--- src/rtl/firebird7_in_gate2_edt_pkg.sv ---
// rtl/firebird7_in_gate2_edt_pkg.sv - shared constants, beat record and helpers for the EDT channel demux
package firebird7_in_gate2_edt_pkg;

    localparam int EDT_PIPE_STAGES_MIN = 1;
    localparam int EDT_PIPE_STAGES_MAX = 4;
    localparam int EDT_CHAN_WIDTH_MAX  = 32;

    // Data is carried at maximum width; bits above CHAN_WIDTH are tied to zero and pruned.
    typedef struct packed {
        logic [EDT_CHAN_WIDTH_MAX-1:0] data;
        logic                          sel;
        logic                          valid;
    } edt_beat_t;

    function automatic int edt_fill_cnt_width(input int stages);
        return $clog2(stages + 1);
    endfunction

endpackage

--- src/rtl/firebird7_in_gate2_edt_chan_pipe_stage.sv ---
// rtl/firebird7_in_gate2_edt_chan_pipe_stage.sv - one internal beat register with advance, flush and reset
module firebird7_in_gate2_edt_chan_pipe_stage
    import firebird7_in_gate2_edt_pkg::*;
(
    input  logic      clk_i,
    input  logic      rst_i,
    input  logic      adv_i,
    input  logic      flush_i,
    input  edt_beat_t beat_i,
    output edt_beat_t beat_o
);

    edt_beat_t beat_q;

    // Flush drops only the valid bit so the data lines do not toggle.
    always_ff @(posedge clk_i) begin
        if (rst_i) begin
            beat_q <= '0;
        end else if (flush_i) begin
            beat_q.valid <= 1'b0;
        end else if (adv_i) begin
            beat_q <= beat_i;
        end
    end

    assign beat_o = beat_q;

endmodule

--- src/rtl/firebird7_in_gate2_edt_channel_in_demux_1x2.sv ---
// rtl/firebird7_in_gate2_edt_channel_in_demux_1x2.sv - pipelined 1:2 scan channel demux
// Optional parity_out enabled by FIREBIRD7_EDT_CHAN_PARITY_EN.
module firebird7_in_gate2_edt_channel_in_demux_1x2
    import firebird7_in_gate2_edt_pkg::*;
#(
    parameter int CHAN_WIDTH  = 2,
    parameter int PIPE_STAGES = 2
) (
    input  logic                  edt_clock,
    input  logic                  edt_reset,
    input  logic                  edt_update,
    input  logic                  scan_en,
    input  logic                  dmx_sel,
    input  logic [CHAN_WIDTH-1:0] chan_in,
    output logic [CHAN_WIDTH-1:0] dmx_out0,
    output logic [CHAN_WIDTH-1:0] dmx_out1,
    output logic                  dmx_valid0,
    output logic                  dmx_valid1,
`ifdef FIREBIRD7_EDT_CHAN_PARITY_EN
    output logic                  parity_out,
`endif
    output logic                  pipe_full
);

    localparam int FILL_W = edt_fill_cnt_width(PIPE_STAGES);

    if (PIPE_STAGES < EDT_PIPE_STAGES_MIN || PIPE_STAGES > EDT_PIPE_STAGES_MAX) begin : g_bad_stages
        $error("PIPE_STAGES out of range");
    end
    if (CHAN_WIDTH < 1 || CHAN_WIDTH > EDT_CHAN_WIDTH_MAX) begin : g_bad_width
        $error("CHAN_WIDTH out of range");
    end

    logic advance;
    assign advance = scan_en & ~edt_update;

    // chain[0] is the incoming beat; chain[PIPE_STAGES-1] feeds the output registers.
    edt_beat_t chain [PIPE_STAGES];

    always_comb begin
        chain[0]       = '0;
        chain[0].data  = EDT_CHAN_WIDTH_MAX'(chan_in);
        chain[0].sel   = dmx_sel;
        chain[0].valid = 1'b1;
    end

    for (genvar i = 0; i < PIPE_STAGES - 1; i++) begin : g_stage
        firebird7_in_gate2_edt_chan_pipe_stage u_stage (
            .clk_i   (edt_clock),
            .rst_i   (edt_reset),
            .adv_i   (advance),
            .flush_i (edt_update),
            .beat_i  (chain[i]),
            .beat_o  (chain[i+1])
        );
    end

    edt_beat_t             out_beat;
    logic [CHAN_WIDTH-1:0] out_data;
    logic                  unused_beat_bits;

    assign out_beat         = chain[PIPE_STAGES-1];
    assign out_data         = out_beat.data[CHAN_WIDTH-1:0];
    assign unused_beat_bits = ^out_beat.data;

    logic [CHAN_WIDTH-1:0] out0_q, out0_d, out1_q, out1_d;
    logic                  valid0_q, valid0_d, valid1_q, valid1_d;
    logic [FILL_W-1:0]     fill_q, fill_d;
    logic                  parity_q, parity_d;

    always_comb begin
        out0_d   = out0_q;
        out1_d   = out1_q;
        valid0_d = valid0_q;
        valid1_d = valid1_q;
        fill_d   = fill_q;
        parity_d = parity_q;
        if (edt_update) begin
            valid0_d = 1'b0;
            valid1_d = 1'b0;
            fill_d   = '0;
            parity_d = 1'b0;
        end else if (scan_en) begin
            valid0_d = 1'b0;
            valid1_d = 1'b0;
            if (out_beat.valid) begin
                parity_d = parity_q ^ (^out_data);
                if (out_beat.sel) begin
                    out1_d   = out_data;
                    valid1_d = 1'b1;
                end else begin
                    out0_d   = out_data;
                    valid0_d = 1'b1;
                end
            end
            if (fill_q != FILL_W'(PIPE_STAGES)) begin
                fill_d = fill_q + 1'b1;
            end
        end
    end

    always_ff @(posedge edt_clock) begin
        if (edt_reset) begin
            out0_q   <= '0;
            out1_q   <= '0;
            valid0_q <= 1'b0;
            valid1_q <= 1'b0;
            fill_q   <= '0;
            parity_q <= 1'b0;
        end else begin
            out0_q   <= out0_d;
            out1_q   <= out1_d;
            valid0_q <= valid0_d;
            valid1_q <= valid1_d;
            fill_q   <= fill_d;
            parity_q <= parity_d;
        end
    end

    assign dmx_out0   = out0_q;
    assign dmx_out1   = out1_q;
    assign dmx_valid0 = valid0_q;
    assign dmx_valid1 = valid1_q;
    assign pipe_full  = (fill_q == FILL_W'(PIPE_STAGES));

`ifdef FIREBIRD7_EDT_CHAN_PARITY_EN
    assign parity_out = parity_q;
`else
    logic unused_parity;
    assign unused_parity = parity_q;
`endif

endmodule

--- config.mk ---
export PLATFORM = sky130hd
export DESIGN_NAME = firebird7_in_gate2_edt_channel_in_demux_1x2
export DESIGN_NICKNAME = d
export VERILOG_FILES = /design/src/rtl/firebird7_in_gate2_edt_pkg.sv /design/src/rtl/firebird7_in_gate2_edt_chan_pipe_stage.sv /design/src/rtl/firebird7_in_gate2_edt_channel_in_demux_1x2.sv
export SDC_FILE = /design/constraint.sdc
export NUM_CORES = 1
export LEC_CHECK = 0
export BUFFER_PORTS_ARGS = -buffer_cell sky130_fd_sc_hd__buf_2
export CORE_AREA = 3 3 40 42
export DETAILED_ROUTE_END_ITERATION = 8
export DIE_AREA = 0 0 43 45
export PLACE_DENSITY = 0.69
export SETUP_SLACK_MARGIN = 0.2
export SYNTH_ARGS = -nofsm -noshare
export SYNTH_HDL_FRONTEND = slang
export SYNTH_SLANG_ARGS = --single-unit
--- constraint.sdc ---
create_clock -name edt_clock -period 4.1 [get_ports edt_clock]
set_clock_uncertainty 0.1 [all_clocks]
set_input_delay 0.205 -clock edt_clock [delete_from_list [all_inputs] [get_ports edt_clock]]
set_output_delay 0.205 -clock edt_clock [all_outputs]
set_load 0.03 [all_outputs]
* Word-level counts from Yosys, hierarchy flattened
Cells that the tools add are included.
** Storage, ports and cells
- Register bits :: 12
- Logic and storage cells :: 23
- Output and inout bits :: 7
- Input port bits :: 7
** Operators by class
- Bitwise operators :: 3
- Reduce and logical (&&, ||, !) cells :: 5
- Muxes and demuxes :: 4
- Eq/ne operators :: 2
- $add $sub $neg :: 1
** Operator list (number)
- 4-bit AND reduction :: 2
- 1-bit two-way mux :: 4
- 2-bit AND reduction :: 2
- 2-bit by 1-bit adder with 2-bit output, second input constant :: 1
- 2-bit equality test, second input constant :: 1
- 2-bit inequality test, second input constant :: 1
- 1-bit inverter :: 2
- 2-bit OR reduction :: 1
- 1-bit AND :: 1

* Logic depth before layout (Yosys ltp)
Gate-level depths: netlist (run 1).
- Depth in word-level cells :: 3
- Mapped depth :: 5

* Hierarchy
Synthesis (run 1) repeated with hierarchy kept, for this count alone.
** Unflattened totals
- Cells, all modules :: 187
- Area total of the unflattened synthesis :: 2008.2 um2
** By module, submodules not included
- firebird7_in_gate2_edt_chan_pipe_stage :: cells an instance 152, sequential area each 680.7 um2, area each 1652.8 um2, instances 1
- firebird7_in_gate2_edt_channel_in_demux_1x2 :: cells an instance 35, sequential area each 160.2 um2, area each 355.3 um2, instances 1

* Least setup slack after synthesis (run 1)
OpenSTA, ideal clock, no wires.
- Path type :: reg2reg
- Start point :: reg fill_q[0]
- End point :: reg fill_q[1]
- Buffers on the path :: 0
- Data required time :: 3.897 ns
- Cell stages (with the launch flop) :: 6
- Period minus slack after synthesis :: 1.516 ns
- Data arrival time :: 1.313 ns
- Path slack :: 2.584 ns
- Cell sequence :: dfxtp_1 inv_1 ha_1 and2b_4 nor2_1 a2111oi_2
** Between the ends
- Word-level cells in the longest chain between the ends :: 2
- Elaborated cells between the ends (all ways) :: 3
- Classes of those cells :: 1 x add/sub; 1 x eq/ne; 1 x reduce/logical
** RTL lines
- start: declaration :: line firebird7_in_gate2_edt_channel_in_demux_1x2.sv:68 : logic [FILL_W-1:0] fill_q, fill_d;
- start signal: assignment :: line firebird7_in_gate2_edt_channel_in_demux_1x2.sv:115 : fill_q <= fill_d;
- 2-bit inequality test :: line firebird7_in_gate2_edt_channel_in_demux_1x2.sv:96 : if (fill_q != FILL_W'(PIPE_STAGES)) begin
- 2-bit AND reduction (no line)
Parallel ways exist; a longest one is shown, timed or not.
A chain may end at the register's enable or synchronous reset.

* Worst setup path in the final report (run 1)
Same ends and word-level chain as after synthesis.

==> impl_metrics.yaml, run 1 <==
logic_synthesis:
  yosysSeqAreaShare: 0.496
  synth_area_per_cell_um2: 10.5
  ys_warn_count: 0
  synth_area_leader_cell: "dfxtp_1"
  synth_seq_cells: 12
  synth_cells: 46
  ys_types: 16
  yosys-top-cells-area: "dfxtp_1, mux2i_1, nor2_1, nor3_1, a2111oi_2"
  synth_top_cell_area_share: 0.496
  syn-num-nets: 54
  syn_area_um2: 484
cts:
  root_buffer: "clkbuf_4"
  postCtsHoldBufs: 0
  clock_latency_ns: 0.26
  cts_sinks: 12
  cts_tree: "built"
  cts_setup_buffers: 0
  path_clk_slew_ns: 0.07
  clockBufferDepth: 2
  htreeDepth: 1
  cts_buffers: 3
  cts_resized: 0
floorplanning:
  die_w_um: 43
  die_area_mm2: 0.00194
  initial_core_util: 0.377
  die_h_um: 45
  rows: 13
  core_mm2: 0.00128
  num_io_pins: 14
critical_path:
  crit_type: "reg -> reg"
  critPathCaptureType: "register"
  worst-endpoint-required_ns: 4.16
  r2r_slack_ns: 2.69
  path_cells: "inv_1, ha_1, and2b_4, nor2_1, a2111oi_2"
  cp_top_family: "flip-flops"
  crit_fanout: 3
  crit_slowest_cell: "dfxtp_1"
  crit_arrival_ns: 1.48
  cp_num_buf_inv: 1
  max_stage_delay_ns: 0.35
  start_kind: "register"
layout:
  fillers: 125
  num-nets-final: 70
  fin_cells: 75
  syn_to_final_growth_pct: 19.6
  final_util: 0.451
  drive_gt1_frac: 0.317
  antenna_cells: 0
global_route:
  grt_max_degree: 13
  grt_use_met2: 0.135
  grt.busiest_layer: "met1"
  grt_pass1_wl_um: 1470
  globalRouteMet1Util: 0.139
  overflow: 0
  grt_pass1_vias: 346
  antenna_found_initial: 0
  grt_use_met3: 0.0637
  globalRouteTotalUtil: 0.104
pwr:
  power.density_mw_per_mm2: 362
  peakVddDrop_uv: 195
  leakagePower_nw: 0.265
placement:
  portBuffers: 13
  dp_cells: 72
  place.gp.congestion: 0.663
job:
  drv_cap: 0
timing:
  period_needed_ns: 1.41
  rsz0062_at_grt: "false"
  timing.fmax_ghz: 0.708
  worst_slew_pin_slew_ns: 0.246
  fin_crit_sh: 0.344
  drv_slew: 0
  setup_viol: 0
  tns_ns: 0
  max_slew_margin: 0.835
  hold_violations: 0
route:
  drcViolationCount: 0
  drt_iter0_markers: 6
  dr.pass1.iters: 2
  drt_wl_total_um: 832
  routedWlPerCell_um: 11.1
  vias: 355
  via_per_inst: 4.73
  ant_nets: 0
outcome:
  status: "finished, final reports clean"
hold_path:
  hold_class: "in -> reg"
## layout make-up
| type | instances | area (um2) | share of cell area |
|---|---|---|---|
| Inverter | 1 | 3.75 | 0.00648 |
| Tap cell | 15 | 18.8 | 0.0324 |
| Multi-Input combinational cell | 31 | 229 | 0.395 |
| Sequential cell | 12 | 240 | 0.415 |
| Timing Repair Buffer | 13 | 65.1 | 0.112 |
| Clock buffer | 3 | 22.5 | 0.0389 |
## placed cells by master (no fill, tap or decap)
cell / n
a2111oi_2: 1
a31oi_1: 1
and2b_4: 1
and4bb_1: 1
buf_2: 13
clkbuf_4: 3
dfxtp_1: 12
ha_1: 1
inv_1: 1
mux2i_1: 8
nand4b_1: 1
nor2_1: 9
nor2b_1: 2
nor2b_2: 1
nor3_1: 4
xnor2_1: 1
## layer usage
layer	routed length [um]	vias to the layer above	part of all wire
met2	345	15	0.41
met5	0	-	0
met1	407	151	0.49
met3	79	0	0.095
li1	-	189	-
met4	0	0	0
## cell usage after synthesis
master	n
buf_4	1
nor2b_1	2
nor3_1	4
and4bb_1	1
nor2_1	9
and2b_4	1
ha_1	1
clkbuf_1	1
nor2b_2	1
inv_1	1
a31oi_1	1
mux2i_1	8
a2111oi_2	1
xnor2_1	1
dfxtp_1	12
nand4b_1	1
## registers in the layout, indices dropped and copies added, names as in the netlist
signal / flops
dmx_out1: 2
dmx_out0: 2
g_stage.u_stage.beat_o: 4
fill_q: 2
dmx_valid0: 1
dmx_valid1: 1
## path summary, 6_finish.rpt
kind	start	to	cells past startpoint
setup / recovery	fill_q[0]$_SDFFE_PP0P_	fill_q[1]$_SDFFE_PP0P_	5
hold / removal	chan_in[0]	g_stage[0].u_stage.beat_o[2]$_SDFFE_PP0P_	3
setup reg to reg	fill_q[0]$_SDFFE_PP0P_	fill_q[1]$_SDFFE_PP0P_	5
hold reg to reg	dmx_out1[1]$_SDFFE_PP0P_	dmx_out1[1]$_SDFFE_PP0P_	2
## where the power goes
part / internal [mW] / total [mW] / switching (mW)
combinational: 0.00923 / 0.0199 / 0.0107
clock: 0.0339 / 0.0672 / 0.0334
sequential: 0.120 / 0.122 / 0.00254
total: 0.163 / 0.209 / 0.0466
## stage by stage
stage	hold WS [ns]	cell area, um2	power [mW]	setup WS, ns
detailed placement	0.357	557	0.145	2.69
floorplan	0.174	484	0.139	2.58
finish	0.0803	579	0.209	2.69
global route	0.103	579	0.220	2.56
global placement	0.344	557	0.144	2.74
CTS	0.0795	579	0.214	2.67
## cell families after synthesis
logic type / count (synthesis) / synth area share
compound gates: 2 / 0.0439
xor+xnor: 1 / 0.0181
fa+ha+maj: 1 / 0.0258
buf+inv: 3 / 0.0310
flops: 12 / 0.496
mux: 8 / 0.165
simple gates: 19 / 0.220
## worst register-to-register path: stages, from the launching register on
cell       delay, ns
dfxtp_1         0.35
inv_1           0.05
ha_1            0.19
and2b_4         0.26
nor2_1          0.05
a2111oi_2       0.31
(Power assumes the default switching activity.)
==> inputs of run 2 (changes only) <==
Settings changed: ABC_AREA from default to 1, PLACE_DENSITY 0.69 to 0.73.
Clock period 4.1 ns to 1.2 ns, I/O delays scaled along.
==> run 2 against run 1 <==
Net effect: the flow now finishes with violations (hold timing); critical endpoint is now pipe_full; clock power grew to 3.5 times the previous value; critical path depth is 2 lower; power grew to 3.6 times the previous value; largest cell class unchanged; sequential power grew to 3.5 times the previous value; synthesized cell count is 41% higher; first-iteration DRC count stayed put; sequential share of layout area is 5.8 points lower; global-route usage is 0.82 points higher; highest routed layer is now met4; setup slack worse by 2.6 ns; combinational power grew to 5.1 times the previous value; design area is 19% higher; critical path type is now reg -> out; wire length is 12% higher.
==> impl_metrics.yaml, run 2 <==
outcome:
  status: "finished, violations left"
  violations: "hold timing"
logic_synthesis:
  ys_types: 14
  synth_top_cell_area_share: 0.478
  synth-edff-count: 0
  synth-xor-area-share: 0
  synth_area_per_cell_um2: 7.74
  synth_compound_gate_area_share: 0.144
  synth_area_leader_cell: "dfxtp_1"
  ys_warn_count: 0
  synth_seq_cells: 12
  synth-simple-area-share: 0.256
  synth_top_family_by_area: "simple AND/OR/NAND/NOR gates"
  yosys-top-cells-area: "dfxtp_1, inv_1, nor2_1, o21ai_0, a21oi_1"
  yosysSeqAreaShare: 0.478
  synth_fa_ha_area_frac: 0.0249
  synthTopCellsByCount: "dfxtp_1, inv_1, nor2_1"
  syn-num-nets: 73
  synth_cells: 65
  synth_most_common_cell: "dfxtp_1"
  ys_async_sr_fraction: 0
  syn_area_um2: 503
  synthFlopType: "dfxtp_1"
  synthMuxAreaShare: 0
timing:
  tns_ns: 0
  max_slew_margin: 0.815
  fin_crit_sh: 0.893
  drv_slew: 0
  rsz0062_at_grt: "true"
  finalWorstSetupSlack_ns: 0.129
  hold_violations: 2
  worst_slew_pin_slew_ns: 0.277
  setup_viol: 0
  holdWs_ns: -0.00861
  period_needed_ns: 1.07
  timing.fmax_ghz: 0.934
layout:
  syn_to_final_growth_pct: 36.8
  final_util: 0.536
  fillers: 134
  antenna_cells: 0
  drive_gt1_frac: 0.388
  layout_common_cells: "buf_2, nor2_1, inv_1, dfxtp_1"
  num-nets-final: 95
  largest_reg_flops: 4
  layout_commonest_cell: "buf_2"
floorplanning:
  die_h_um: 45
  core_mm2: 0.00128
  rows: 13
  die_w_um: 43
  initial_core_util: 0.391
  die_area_mm2: 0.00194
  num_io_pins: 14
critical_path:
  r2r_start: "fill_q[0]$_SDFFE_PP0P_"
  crit_fanout: 2
  start_kind: "register"
  critPathCaptureType: "primary output"
  worst-endpoint-required_ns: 1.04
  crit_arrival_ns: 0.91
  crit_type: "reg -> out"
  cp-startpoint: "fill_q[0]$_SDFFE_PP0P_"
cts:
  cts_buffers: 3
  postCtsHoldBufs: 3
  clockBufferDepth: 2
  cts_tree: "built"
  htreeDepth: 1
  root_buffer: "clkbuf_4"
  cts_sinks: 12
  clock_latency_ns: 0.26
  path_clk_slew_ns: 0.07
global_route:
  globalRouteTotalUtil: 0.112
  grt_pass1_vias: 404
  overflow: 0
  antenna_found_initial: 0
  grt_pass1_wl_um: 1550
  grt_max_degree: 9
job:
  drv_cap: 0
hold_path:
  hp-start: "edt_reset"
  hold_class: "in -> reg"
route:
  drcViolationCount: 0
  dr.pass1.iters: 4
  via_per_inst: 4.47
  ant_nets: 0
  routedWlPerCell_um: 9.31
  drt_wl_total_um: 931
  vias: 447
  drt_iter0_markers: 6
placement:
  portBuffers: 13
  dp_slack_ns: 0.156
  place.gp.congestion: 0.711
  place_hpwl_um: 678
pwr:
  power.density_mw_per_mm2: 1100
  p_total_mw: 0.760
  leakagePower_nw: 0.311
  peakVddDrop_uv: 712
-- run 2: cells by family (layout without fill, tap and decap cells) --
family	count (synthesis)	in the layout
AOI/OAI and AO/OA	14	14
adders and majority gates	1	1
buffers and inverters	11	31
DFF	12	12
and+or+nand+nor	27	27
-- run 2: what timing repair did --
action                                  in CTS  in global routing
endpoints found under the setup margin       3                  9
hold endpoints to repair                     4                  1
pin swaps                                    1                  1
resized for setup                            6                  7
setup buffers                                1                  1
gates cloned                                 0                  0
-- run 2: metal layers --
| metal | routed length (um) | up-vias | track usage |
|---|---|---|---|
| li1 | - | 245 | - |
| met1 | 392 | 187 | 0.119 |
| met2 | 467 | 11 | 0.183 |
| met3 | 37 | 4 | 0.0359 |
| met4 | 33 | 0 | 0.0904 |
| met5 | 0 | - | 0 |
-- run 2: critical path, stage by stage, from the launching register on --
cell	delay, ns
dfxtp_2	0.32
inv_2	0.04
ha_4	0.15
buf_6	0.13
-- run 2: stage by stage --
stage	cell area, um2	instances	hold slack (ns)
after CTS	668	99	-0.0106
after global routing	688	100	-0.00329
after floorplan	519	65	0.144
final	688	100	-0.00861
after global placement	592	92	0.237
after detailed placement	592	92	0.248
-- run 2: worst paths after layout --
path / endpoint / slack [ns] / depth (start not counted)
max: pipe_full / 0.13 / 3
min: fill_q[0]$_SDFFE_PP0P_ / -0.009 / 4
max reg2reg: fill_q[1]$_SDFFE_PP0P_ / 0.13 / 7
min reg2reg: dmx_out0[1]$_SDFFE_PP0P_ / 0.38 / 2
-- run 2: final cells by class --
| class | instances | area, um2 | area share |
|---|---|---|---|
| Tap cell | 15 | 18.8 | 0.0273 |
| Multi-Input combinational cell | 42 | 243 | 0.353 |
| Sequential cell | 12 | 245 | 0.356 |
| Timing Repair Buffer | 18 | 121 | 0.176 |
| Clock buffer | 3 | 22.5 | 0.0327 |
| Inverter | 10 | 37.5 | 0.0545 |
-- run 2: power breakdown --
part | internal, mW | leakage (nW) | switching, mW
clock network | 0.116 | 0.0138 | 0.120
logic | 0.0429 | 0.198 | 0.0595
registers | 0.414 | 0.0995 | 0.00808
total | 0.573 | 0.311 | 0.187
